--- config.mk ---
export PLATFORM = sky130hd
export DESIGN_NAME = alg_apb_timeout_stage_flat
export DESIGN_NICKNAME = d
export VERILOG_FILES = /design/src/rtl/alg_apb_timeout_stage_if.sv /design/src/rtl/alg_apb_timeout_stage.sv /design/src/flat_wrapper.sv
export SDC_FILE = /design/constraint.sdc
export NUM_CORES = 1
export LEC_CHECK = 0
export ABC_AREA = 1
export BUFFER_PORTS_ARGS = -buffer_cell sky130_fd_sc_hd__buf_2
export CAP_MARGIN = 25
export CORE_MARGIN = 8
export CORE_UTILIZATION = 45
export CTS_BUF_LIST = sky130_fd_sc_hd__clkbuf_2
export DETAILED_ROUTE_END_ITERATION = 7
export PLACE_DENSITY = 0.74
export SYNTH_ARGS = -nofsm -noshare
export SYNTH_HDL_FRONTEND = slang
export SYNTH_SLANG_ARGS = --single-unit
--- constraint.sdc ---
create_clock -name clk -period 8.7 [get_ports clk]
set_clock_uncertainty 0.2 [all_clocks]
set_input_delay 2.175 -clock clk [delete_from_list [all_inputs] [get_ports clk]]
set_output_delay 2.175 -clock clk [all_outputs]
set_load 0.01 [all_outputs]
--- src/rtl/alg_apb_timeout_stage_if.sv ---
// APB4 bus bundle shared by the upstream and downstream sides of the timeout stage.
// The master modport drives the request; the slave modport drives the response.
interface alg_apb_timeout_stage_if #(
    parameter int ADDR_W = 32,
    parameter int DATA_W = 32
);
    logic                  psel;
    logic                  penable;
    logic                  pwrite;
    logic [ADDR_W-1:0]     paddr;
    logic [DATA_W-1:0]     pwdata;
    logic [DATA_W/8-1:0]   pstrb;
    logic [2:0]            pprot;
    logic                  pready;
    logic [DATA_W-1:0]     prdata;
    logic                  pslverr;

    modport master (
        output psel, penable, pwrite, paddr, pwdata, pstrb, pprot,
        input  pready, prdata, pslverr
    );

    modport slave (
        input  psel, penable, pwrite, paddr, pwdata, pstrb, pprot,
        output pready, prdata, pslverr
    );
endinterface

--- src/rtl/alg_apb_timeout_stage.sv ---
// Single-clock APB4 register slice with a wait-state watchdog that aborts hung
// downstream accesses with PSLVERR plus a poison read value.
module alg_apb_timeout_stage #(
    parameter int          ADDR_W         = 32,
    parameter int          DATA_W         = 32,
    parameter int          TIMEOUT_CYCLES = 256,
    parameter logic [31:0] POISON_DATA    = 32'hDEAD_BEEF,
    parameter int          CNT_W          = 8
) (
    input  logic                 clk,
    input  logic                 rst,
    alg_apb_timeout_stage_if.slave  s_apb,
    alg_apb_timeout_stage_if.master m_apb,
    output logic                 timeout_o,
    output logic [CNT_W-1:0]     timeout_cnt,
    output logic                 busy_o
);

    localparam bit WD_EN  = (TIMEOUT_CYCLES > 32'sd0);
    localparam int WAIT_W = WD_EN ? $clog2(TIMEOUT_CYCLES + 32'sd1) : 32'sd1;
    localparam logic [WAIT_W-1:0] WAIT_LAST =
        WAIT_W'(WD_EN ? TIMEOUT_CYCLES - 32'sd1 : TIMEOUT_CYCLES);
    localparam logic [WAIT_W-1:0] WAIT_ONE  = WAIT_W'(32'd1);
    localparam logic [CNT_W-1:0]  CNT_ONE   = CNT_W'(32'd1);
    localparam logic [CNT_W-1:0]  CNT_MAX   = {CNT_W{1'b1}};
    localparam logic [DATA_W-1:0] POISON_W  = DATA_W'(POISON_DATA);

    typedef enum logic [1:0] {
        IDLE   = 2'd0,
        SETUP  = 2'd1,
        ACCESS = 2'd2,
        RESP   = 2'd3
    } state_t;

    state_t                state_r, state_nxt_s;
    logic                  m_psel_r, m_psel_nxt_s;
    logic                  m_penable_r, m_penable_nxt_s;
    logic                  m_pwrite_r, m_pwrite_nxt_s;
    logic [ADDR_W-1:0]     m_paddr_r, m_paddr_nxt_s;
    logic [DATA_W-1:0]     m_pwdata_r, m_pwdata_nxt_s;
    logic [DATA_W/8-1:0]   m_pstrb_r, m_pstrb_nxt_s;
    logic [2:0]            m_pprot_r, m_pprot_nxt_s;
    logic                  s_pready_r, s_pready_nxt_s;
    logic [DATA_W-1:0]     s_prdata_r, s_prdata_nxt_s;
    logic                  s_pslverr_r, s_pslverr_nxt_s;
    logic                  timeout_r, timeout_nxt_s;
    logic [CNT_W-1:0]      timeout_cnt_r, timeout_cnt_nxt_s;
    logic                  busy_r, busy_nxt_s;
    logic [WAIT_W-1:0]     wait_cnt_r, wait_cnt_nxt_s;

    // FSM state register
    always_ff @(posedge clk or posedge rst) begin
        if (rst) begin
            state_r <= IDLE;
        end else begin
            state_r <= state_nxt_s;
        end
    end

    // Next-state and next-output logic; every register holds unless a state acts on it
    always_comb begin
        state_nxt_s       = state_r;
        m_psel_nxt_s      = m_psel_r;
        m_penable_nxt_s   = m_penable_r;
        m_pwrite_nxt_s    = m_pwrite_r;
        m_paddr_nxt_s     = m_paddr_r;
        m_pwdata_nxt_s    = m_pwdata_r;
        m_pstrb_nxt_s     = m_pstrb_r;
        m_pprot_nxt_s     = m_pprot_r;
        s_pready_nxt_s    = 1'b0;
        s_prdata_nxt_s    = s_prdata_r;
        s_pslverr_nxt_s   = s_pslverr_r;
        timeout_nxt_s     = 1'b0;
        timeout_cnt_nxt_s = timeout_cnt_r;
        wait_cnt_nxt_s    = wait_cnt_r;
        case (state_r)
            IDLE: begin
                if (s_apb.psel && !s_apb.penable) begin
                    m_psel_nxt_s    = 1'b1;
                    m_penable_nxt_s = 1'b0;
                    m_pwrite_nxt_s  = s_apb.pwrite;
                    m_paddr_nxt_s   = s_apb.paddr;
                    m_pwdata_nxt_s  = s_apb.pwdata;
                    m_pstrb_nxt_s   = s_apb.pstrb;
                    m_pprot_nxt_s   = s_apb.pprot;
                    state_nxt_s     = SETUP;
                end else begin
                    state_nxt_s     = IDLE;
                end
            end
            SETUP: begin
                m_penable_nxt_s = 1'b1;
                wait_cnt_nxt_s  = {WAIT_W{1'b0}};
                state_nxt_s     = ACCESS;
            end
            ACCESS: begin
                // A ready completer always wins over an abort in the same cycle
                if (m_apb.pready) begin
                    s_prdata_nxt_s  = m_apb.prdata;
                    s_pslverr_nxt_s = m_apb.pslverr;
                    m_psel_nxt_s    = 1'b0;
                    m_penable_nxt_s = 1'b0;
                    s_pready_nxt_s  = 1'b1;
                    state_nxt_s     = RESP;
                end else if (WD_EN && (wait_cnt_r == WAIT_LAST)) begin
                    s_prdata_nxt_s  = POISON_W;
                    s_pslverr_nxt_s = 1'b1;
                    m_psel_nxt_s    = 1'b0;
                    m_penable_nxt_s = 1'b0;
                    s_pready_nxt_s  = 1'b1;
                    timeout_nxt_s   = 1'b1;
                    if (timeout_cnt_r != CNT_MAX) begin
                        timeout_cnt_nxt_s = timeout_cnt_r + CNT_ONE;
                    end else begin
                        timeout_cnt_nxt_s = timeout_cnt_r;
                    end
                    state_nxt_s     = RESP;
                end else if (WD_EN) begin
                    wait_cnt_nxt_s  = wait_cnt_r + WAIT_ONE;
                end else begin
                    wait_cnt_nxt_s  = wait_cnt_r;
                end
            end
            RESP: begin
                state_nxt_s = IDLE;
            end
            default: begin
                state_nxt_s     = IDLE;
                m_psel_nxt_s    = 1'b0;
                m_penable_nxt_s = 1'b0;
            end
        endcase
        busy_nxt_s = (state_nxt_s != IDLE);
    end

    // Output and datapath registers
    always_ff @(posedge clk or posedge rst) begin
        if (rst) begin
            m_psel_r      <= 1'b0;
            m_penable_r   <= 1'b0;
            m_pwrite_r    <= 1'b0;
            m_paddr_r     <= {ADDR_W{1'b0}};
            m_pwdata_r    <= {DATA_W{1'b0}};
            m_pstrb_r     <= {(DATA_W/8){1'b0}};
            m_pprot_r     <= 3'b000;
            s_pready_r    <= 1'b0;
            s_prdata_r    <= {DATA_W{1'b0}};
            s_pslverr_r   <= 1'b0;
            timeout_r     <= 1'b0;
            timeout_cnt_r <= {CNT_W{1'b0}};
            busy_r        <= 1'b0;
            wait_cnt_r    <= {WAIT_W{1'b0}};
        end else begin
            m_psel_r      <= m_psel_nxt_s;
            m_penable_r   <= m_penable_nxt_s;
            m_pwrite_r    <= m_pwrite_nxt_s;
            m_paddr_r     <= m_paddr_nxt_s;
            m_pwdata_r    <= m_pwdata_nxt_s;
            m_pstrb_r     <= m_pstrb_nxt_s;
            m_pprot_r     <= m_pprot_nxt_s;
            s_pready_r    <= s_pready_nxt_s;
            s_prdata_r    <= s_prdata_nxt_s;
            s_pslverr_r   <= s_pslverr_nxt_s;
            timeout_r     <= timeout_nxt_s;
            timeout_cnt_r <= timeout_cnt_nxt_s;
            busy_r        <= busy_nxt_s;
            wait_cnt_r    <= wait_cnt_nxt_s;
        end
    end

    assign m_apb.psel    = m_psel_r;
    assign m_apb.penable = m_penable_r;
    assign m_apb.pwrite  = m_pwrite_r;
    assign m_apb.paddr   = m_paddr_r;
    assign m_apb.pwdata  = m_pwdata_r;
    assign m_apb.pstrb   = m_pstrb_r;
    assign m_apb.pprot   = m_pprot_r;
    assign s_apb.pready  = s_pready_r;
    assign s_apb.prdata  = s_prdata_r;
    assign s_apb.pslverr = s_pslverr_r;
    assign timeout_o     = timeout_r;
    assign timeout_cnt   = timeout_cnt_r;
    assign busy_o        = busy_r;

endmodule

--- src/flat_wrapper.sv ---
// flat-port wrapper written by rule: the top's interface ports become plain ports
module alg_apb_timeout_stage_flat 
#(
    parameter int          ADDR_W         = 32,
    parameter int          DATA_W         = 32,
    parameter int          TIMEOUT_CYCLES = 256,
    parameter logic [31:0] POISON_DATA    = 32'hDEAD_BEEF,
    parameter int          CNT_W          = 8
)
  (clk, rst, timeout_o, timeout_cnt, busy_o, s_apb_psel, s_apb_penable, s_apb_pwrite, s_apb_paddr, s_apb_pwdata, s_apb_pstrb, s_apb_pprot, s_apb_pready, s_apb_prdata, s_apb_pslverr, m_apb_psel, m_apb_penable, m_apb_pwrite, m_apb_paddr, m_apb_pwdata, m_apb_pstrb, m_apb_pprot, m_apb_pready, m_apb_prdata, m_apb_pslverr);
  alg_apb_timeout_stage_if #(.ADDR_W(ADDR_W), .DATA_W(DATA_W)) s_apb_i ();
  alg_apb_timeout_stage_if #(.ADDR_W(ADDR_W), .DATA_W(DATA_W)) m_apb_i ();
  input  logic clk;
  input  logic rst;
  output logic timeout_o;
  output logic [CNT_W-1:0] timeout_cnt;
  output logic busy_o;
  input wire logic [$bits(s_apb_i.psel)-1:0] s_apb_psel;
  input wire logic [$bits(s_apb_i.penable)-1:0] s_apb_penable;
  input wire logic [$bits(s_apb_i.pwrite)-1:0] s_apb_pwrite;
  input wire logic [$bits(s_apb_i.paddr)-1:0] s_apb_paddr;
  input wire logic [$bits(s_apb_i.pwdata)-1:0] s_apb_pwdata;
  input wire logic [$bits(s_apb_i.pstrb)-1:0] s_apb_pstrb;
  input wire logic [$bits(s_apb_i.pprot)-1:0] s_apb_pprot;
  output wire logic [$bits(s_apb_i.pready)-1:0] s_apb_pready;
  output wire logic [$bits(s_apb_i.prdata)-1:0] s_apb_prdata;
  output wire logic [$bits(s_apb_i.pslverr)-1:0] s_apb_pslverr;
  output wire logic [$bits(m_apb_i.psel)-1:0] m_apb_psel;
  output wire logic [$bits(m_apb_i.penable)-1:0] m_apb_penable;
  output wire logic [$bits(m_apb_i.pwrite)-1:0] m_apb_pwrite;
  output wire logic [$bits(m_apb_i.paddr)-1:0] m_apb_paddr;
  output wire logic [$bits(m_apb_i.pwdata)-1:0] m_apb_pwdata;
  output wire logic [$bits(m_apb_i.pstrb)-1:0] m_apb_pstrb;
  output wire logic [$bits(m_apb_i.pprot)-1:0] m_apb_pprot;
  input wire logic [$bits(m_apb_i.pready)-1:0] m_apb_pready;
  input wire logic [$bits(m_apb_i.prdata)-1:0] m_apb_prdata;
  input wire logic [$bits(m_apb_i.pslverr)-1:0] m_apb_pslverr;
  assign s_apb_i.psel = s_apb_psel;
  assign s_apb_i.penable = s_apb_penable;
  assign s_apb_i.pwrite = s_apb_pwrite;
  assign s_apb_i.paddr = s_apb_paddr;
  assign s_apb_i.pwdata = s_apb_pwdata;
  assign s_apb_i.pstrb = s_apb_pstrb;
  assign s_apb_i.pprot = s_apb_pprot;
  assign s_apb_pready = s_apb_i.pready;
  assign s_apb_prdata = s_apb_i.prdata;
  assign s_apb_pslverr = s_apb_i.pslverr;
  assign m_apb_psel = m_apb_i.psel;
  assign m_apb_penable = m_apb_i.penable;
  assign m_apb_pwrite = m_apb_i.pwrite;
  assign m_apb_paddr = m_apb_i.paddr;
  assign m_apb_pwdata = m_apb_i.pwdata;
  assign m_apb_pstrb = m_apb_i.pstrb;
  assign m_apb_pprot = m_apb_i.pprot;
  assign m_apb_i.pready = m_apb_pready;
  assign m_apb_i.prdata = m_apb_prdata;
  assign m_apb_i.pslverr = m_apb_pslverr;
  alg_apb_timeout_stage #(.ADDR_W(ADDR_W), .DATA_W(DATA_W), .TIMEOUT_CYCLES(TIMEOUT_CYCLES), .POISON_DATA(POISON_DATA), .CNT_W(CNT_W)) u_core (.clk(clk), .rst(rst), .s_apb(s_apb_i), .m_apb(m_apb_i), .timeout_o(timeout_o), .timeout_cnt(timeout_cnt), .busy_o(busy_o));
endmodule
==> metrics, run 1 <==
WL final between 15000 and 20000 microns; largest area contributor in the netlist dfrtp_1; Finished Layout Cells ~990; Required @ worst endpoint between 9 and 10 ns; Post-CTS Repair Setup Buffers 0; Yosys cell types 26; core area about 12000 sq um; vias in the first global route 4940; largest net degree at the start of global routing between 70 and 80; die width around 130 microns; final worst path period share between 40% and 50%; # DRC 0; sequential fraction of the synthesis area between 50% and 60%; Synth top cells by count nand2_1 (228), dfrtp_1 (129), nand3_1 (91), o21ai_0 (61), inv_1 (20); vias 4938; HPWL Detailed roughly 11000 microns; fraction of layout cells with a size suffix above 1 between 30% and 40%; Seq cells post-synth ~130; antenna violations before repair 1; Max Freq about 0.25 GHz; Pleak slightly below 4 nW; IO Pins around 230; drt first pass iters 4; Post-Syn Instances ~620; normalized max-slew margin 46.8%; cts-stage hold buffer count 0; GRT overflow 0; Avg Cell Area, Syn roughly 9 sq um; Yosys top cell area share about 59%; Power Density 337 nW/um^2; 1st-iter DRT viols 277; top cells by area, synth dfrtp_1 (59%), nand2_1 (16%), nand3_1 (8.4%), o21ai_0 (5.6%), ha_1 (1.6%); Setup crit start kind input pin; number of cell rows 40; Die Span Y ~130 microns; Worst-Margin Slew 0.798 ns; drt wl/cell about 15 microns; first-pass GRT wire length between 20000 and 25000 microns; arrival time at the worst endpoint ~4.3 ns; Resize count post-CTS 0; area grow syn2layout 26.9%; setup_tns 0 ns; GRT Total Usage a little under a fifth; routability cong. 0.805; Setup CP Type input pin to flip-flop; Ys Warns 0; Peak VDD IR 0.000152 V; CTS tree done; post-route ant nets 0; ys async rst share 100%; area of the mapped netlist 5440 sq um; Slew Limit Fails 0; total CTS buffers 17; Die Area around 16000 sq um; final net count 949; Final Setup Violations 0; clk slew on worst S/H paths ~0.16 ns; status finished, final reports clean; final hold violations 0; most common cell in the netlist nand2_1; Bufs on Longest Clock Path 2; RSZ-0062 raised after global routing no; max cap viols 0; PortBufs 227; maximum fanout along the worst path 73; DP Cell Count 959; H-tree Lvls 4; Hold WC Path Type flip-flop to flip-flop; Clk Latency, worst-skew pair approximately 0.63 ns; Vias/cell just under 5; Initial Util 45.7%; min Tclk post-route slightly below 4 ns; # fillers roughly 1100; Post-synth EDFFs 0; clk sinks approximately 130; Synthesized Nets between 700 and 800; CTS Root Buffer Type clkbuf_2; Crit. End Element flip-flop; Top FF cell, synth dfrtp_1
-- final timing paths --
| path | start | depth (start not counted) | endpoint | slack (ns) |
|---|---|---|---|---|
| worst min-delay path | u_core.m_apb.paddr[4] | 2 | u_core.m_apb.paddr[4] | 0.29 |
| min in group asynchronous | rst | 2 | u_core.s_apb.prdata[25] | 1.41 |
| max in group asynchronous | rst | 4 | u_core.wait_cnt_r[4] | 5.89 |
| worst max register to register | u_core.state_r[0] | 7 | u_core.busy_o | 5.79 |
| worst min register to register | u_core.m_apb.paddr[4] | 2 | u_core.m_apb.paddr[4] | 0.29 |
| worst max-delay path | s_apb_psel | 8 | u_core.busy_o | 4.77 |
-- power breakdown --
part	total [mW]	internal, mW	leakage [nW]	switching [mW]
Combinational	0.957	0.348	2.15	0.609
Sequential	1.02	0.868	1.61	0.150
Clock	0.353	0.131	0.138	0.222
Total	2.33	1.35	3.90	0.981
-- flip-flops by register name, indices dropped and copies added (netlist names) --
name                  cells
u_core.m_apb.pstrb        4
u_core.s_apb.pready       1
u_core.m_apb.pwdata      32
u_core.busy_o             1
u_core.m_apb.penable      1
u_core.s_apb.pslverr      1
u_core.state_r            2
u_core.m_apb.pwrite       1
u_core.timeout_cnt        8
u_core.m_apb.paddr       32
u_core.timeout_o          1
u_core.m_apb.pprot        3
u_core.m_apb.psel         1
u_core.wait_cnt_r         9
u_core.s_apb.prdata      32
-- routing by layer --
metal	global-route usage, %	routed length (microns)	vias to the layer above
li1	-	-	2434
met1	24.6	6770	2290
met2	28.5	6650	199
met3	8.19	1510	15
met4	6.16	208	0
met5	0	0	-
-- stage by stage --
step | setup WS (ns) | instance area, sq um | hold WS (ns) | utilization (%) | power [mW]
floorplan | 2.88 | 5440 | 0.272 | - | 1.57
global placement | 4.14 | 6640 | 0.250 | 55.8 | 1.98
detailed placement | 4.11 | 6640 | 0.256 | 55.8 | 2.00
CTS | 4.84 | 6880 | 0.294 | 57.7 | 2.36
global route | 4.72 | 6910 | 0.315 | 58.0 | 2.53
finish | 4.77 | 6910 | 0.285 | 58.0 | 2.33
-- area by class of cell --
| type | count | area (sq um) | area share (%) |
|---|---|---|---|
| Clock inverter | 14 | 141 | 2.05 |
| Inverter | 23 | 88.8 | 1.29 |
| Clock buffer | 18 | 90.1 | 1.30 |
| Tap cell | 147 | 184 | 2.66 |
| Multi-Input combinational cell | 429 | 1980 | 28.6 |
| Timing Repair Buffer | 232 | 1190 | 17.3 |
| Antenna cell | 1 | 2.50 | 0.0362 |
| Sequential cell | 129 | 3230 | 46.7 |
-- cells by family (layout without fill, tap and decap cells) --
kind of cell             after synthesis  count (layout)  share of synthesized area [%]
XOR/XNOR                               4               4                          0.644
other                                  0               1                              0
AO/OA/AOI/OAI                         72              72                           6.81
flip-flops                           129             129                           59.3
AND/OR/NAND/NOR                      346             346                           27.2
adder cells (fa/ha/maj)                7               7                           1.61
buffers and inverters                 58             287                           4.44
-- placed cells by master, fill, tap and decap left out, types with 4 or more instances in the layout --
cell type / instances
nor2_1: 13
clkinv_2: 4
clkbuf_2: 18
nand2_1: 227
buf_2: 227
nand4_1: 4
o21ai_0: 61
dfrtp_1: 129
buf_4: 4
ha_1: 6
xnor2_1: 4
inv_1: 19
a21oi_1: 5
nand3_1: 91
-- worst max-delay path, cell delays in order --
cell and delay [ns]:
buf_2 0.10, inv_1 0.09, nor2_4 0.03, buf_4 0.32, nand2_2 0.56, buf_4 0.49
o21ai_1 0.14, or2_2 0.30
Note: power is estimated with default switching activity, not from simulation.
==> inputs of run 2 (changes only) <==
Clock period 8.7 ns to 3.9 ns, I/O delays scaled along.
==> run 2 against run 1 <==
Largest cell class unchanged; sequential cell count is the same; via count shrank 1.0%; sequential share of layout area up 0.22 points; die area did not move; critical endpoint is now u_core.s_apb.prdata[5]; wire length is 1.6% lower; setup slack got worse by 3.4 ns.
==> metrics, run 2 (synthesis results as in run 1) <==
status finished, final reports clean; antenna diode count 0; GRT overflow 0; Setup CP Type flip-flop to flip-flop; Initial Util between 40% and 50%; Crit. End Element flip-flop; RSZ-0062 raised after global routing no; total CTS buffers 17; first-pass GRT wire length roughly 24000 microns; dpl cell area around 6700 sq um; Final Setup Violations 0; clk slew on worst S/H paths between 0.15 and 0.2 ns; Setup crit start kind flip-flop; Design Area, Final a little under 7000 sq um; max cap viols 0; commonest non-fill, non-tap cells in the layout nand2_1 (227), buf_2 (227), dfrtp_1 (129); R2R Path Start u_core.wait_cnt_r[0]; Cell Chain, Critical Path ha_1, nand2_1, nor2_1, nand3_1, nor3_1, ha_1, nor2_8, nor2_4, o21ai_0, nand2_1; Worst-Margin Slew ~0.8 ns; vias in the first global route ~4800; IO Pins roughly 230; Power Density approximately 750 nW/um^2; Die Area between 15000 and 20000 sq um; arrival time at the worst endpoint around 2.9 ns; routability cong. between 0.8 and 0.9; final net count roughly 950; normalized max-slew margin between 40 and 50%; worst path buffer plus inverter count 0; WL final 14900 microns; Final Worst Setup Slack between 1 and 1.5 ns; # DRC 0; core area 11900 sq um; CTS tree done; Worst Setup Slack post-DPL approximately 1.4 ns; Resize count post-CTS 0; drt first pass iters 4; hold path startpoint u_core.m_apb.pwdata[17]; vias approximately 4900; 1st-iter DRT viols 230; CP max-delay cell dfrtp_1; Max Freq about 0.4 GHz; post-route ant nets 0; min Tclk post-route roughly 2.5 ns; cts-stage hold buffer count 0; PortBufs between 200 and 250; maximum fanout along the worst path 34; Worst R2R Path Depth 10; Peak VDD IR roughly 0.00039 V; final hold violations 0; clk sinks roughly 130; Required @ worst endpoint between 4 and 5 ns; largest net degree at the start of global routing 130; Vias/cell 4.94; area grow syn2layout 26.3%; setup_tns 0 ns; Post-CTS Repair Setup Buffers 0; Hold Path Depth 2; Hold Slack 0.284 ns; Hold WC Path Type flip-flop to flip-flop; fraction of layout cells with a size suffix above 1 approximately 32%; top cell family by delay on the critical path simple AND/OR/NAND/NOR gates; H-tree Lvls 4; Pleak 3.88 nW; die width between 100 and 150 microns; Slew Limit Fails 0; Crit path depth 10; drt wl/cell roughly 15 microns; critical path startpoint u_core.wait_cnt_r[0]; Clk Latency, worst-skew pair about 0.66 ns; Bufs on Longest Clock Path 2; HPWL Detailed between 10000 and 15000 microns; number of cell rows 40; GRT Total Usage about a fifth; Die Span Y between 100 and 150 microns; antenna violations before repair 0; final worst path period share 64.5%; largest stage delay on the critical path around 0.48 ns; CTS Root Buffer Type clkbuf_2; flop-to-flop setup slack 1.39 ns
-- run 2: cell count changes in the layout (fill, tap and decap cells not counted), sizes merged --
| cell | delta |
|---|---|
| clkinv | -1 |
| inv | -2 |
| clkinvlp | -1 |
| diode | -1 |
| clkbuf | +2 |
-- run 2: tightest hold or removal path, stage by stage, from the launching register on --
cell	delay [ns]
dfrtp_1	0.37
nand2_1	0.05
nand2_1	0.04
-- run 2: report_power, final --
group	internal, mW	switching [mW]
Combinational	0.792	1.35
Sequential	1.94	0.323
Clock	0.281	0.446
Total	3.01	2.12
-- run 2: path summary, 6_finish.rpt --
check,end
max,u_core.s_apb.prdata[5]
max reg2reg,u_core.s_apb.prdata[5]
min,u_core.m_apb.pwdata[17]
min in group asynchronous,u_core.s_apb.prdata[15]
min reg2reg,u_core.m_apb.pwdata[17]
max in group asynchronous,u_core.wait_cnt_r[0]
-- run 2: final cells by class --
cell class | count | area (sq um)
fill | 1102 | 5040
sequential | 129 | 3230
multi-input combinational | 429 | 1980
tap | 147 | 184
inverter | 23 | 90.1
timing repair buffer | 232 | 1200
clock buffer | 20 | 100
clock inverter | 10 | 95.1
-- run 2: metrics by stage --
| stage | utilization (%) | std cells | total power [mW] |
|---|---|---|---|
| 3_5_place_dp | 56.1 | 960 | 4.47 |
| 3_3_place_gp | 56.1 | 960 | 4.42 |
| 5_1_grt | 57.7 | 990 | 5.57 |
| 4_1_cts | 57.7 | 990 | 5.22 |
| 2_1_floorplan | - | 616 | 3.50 |
| 6_report | 57.7 | 990 | 5.13 |
-- run 2: layer usage --
metal,vias up,track usage [%],wire length [microns]
met3,10,10.6,1790
li1,2435,-,-
met1,2243,23.7,6380
met4,0,5.52,110
met5,-,0,0
met2,199,27.8,6620
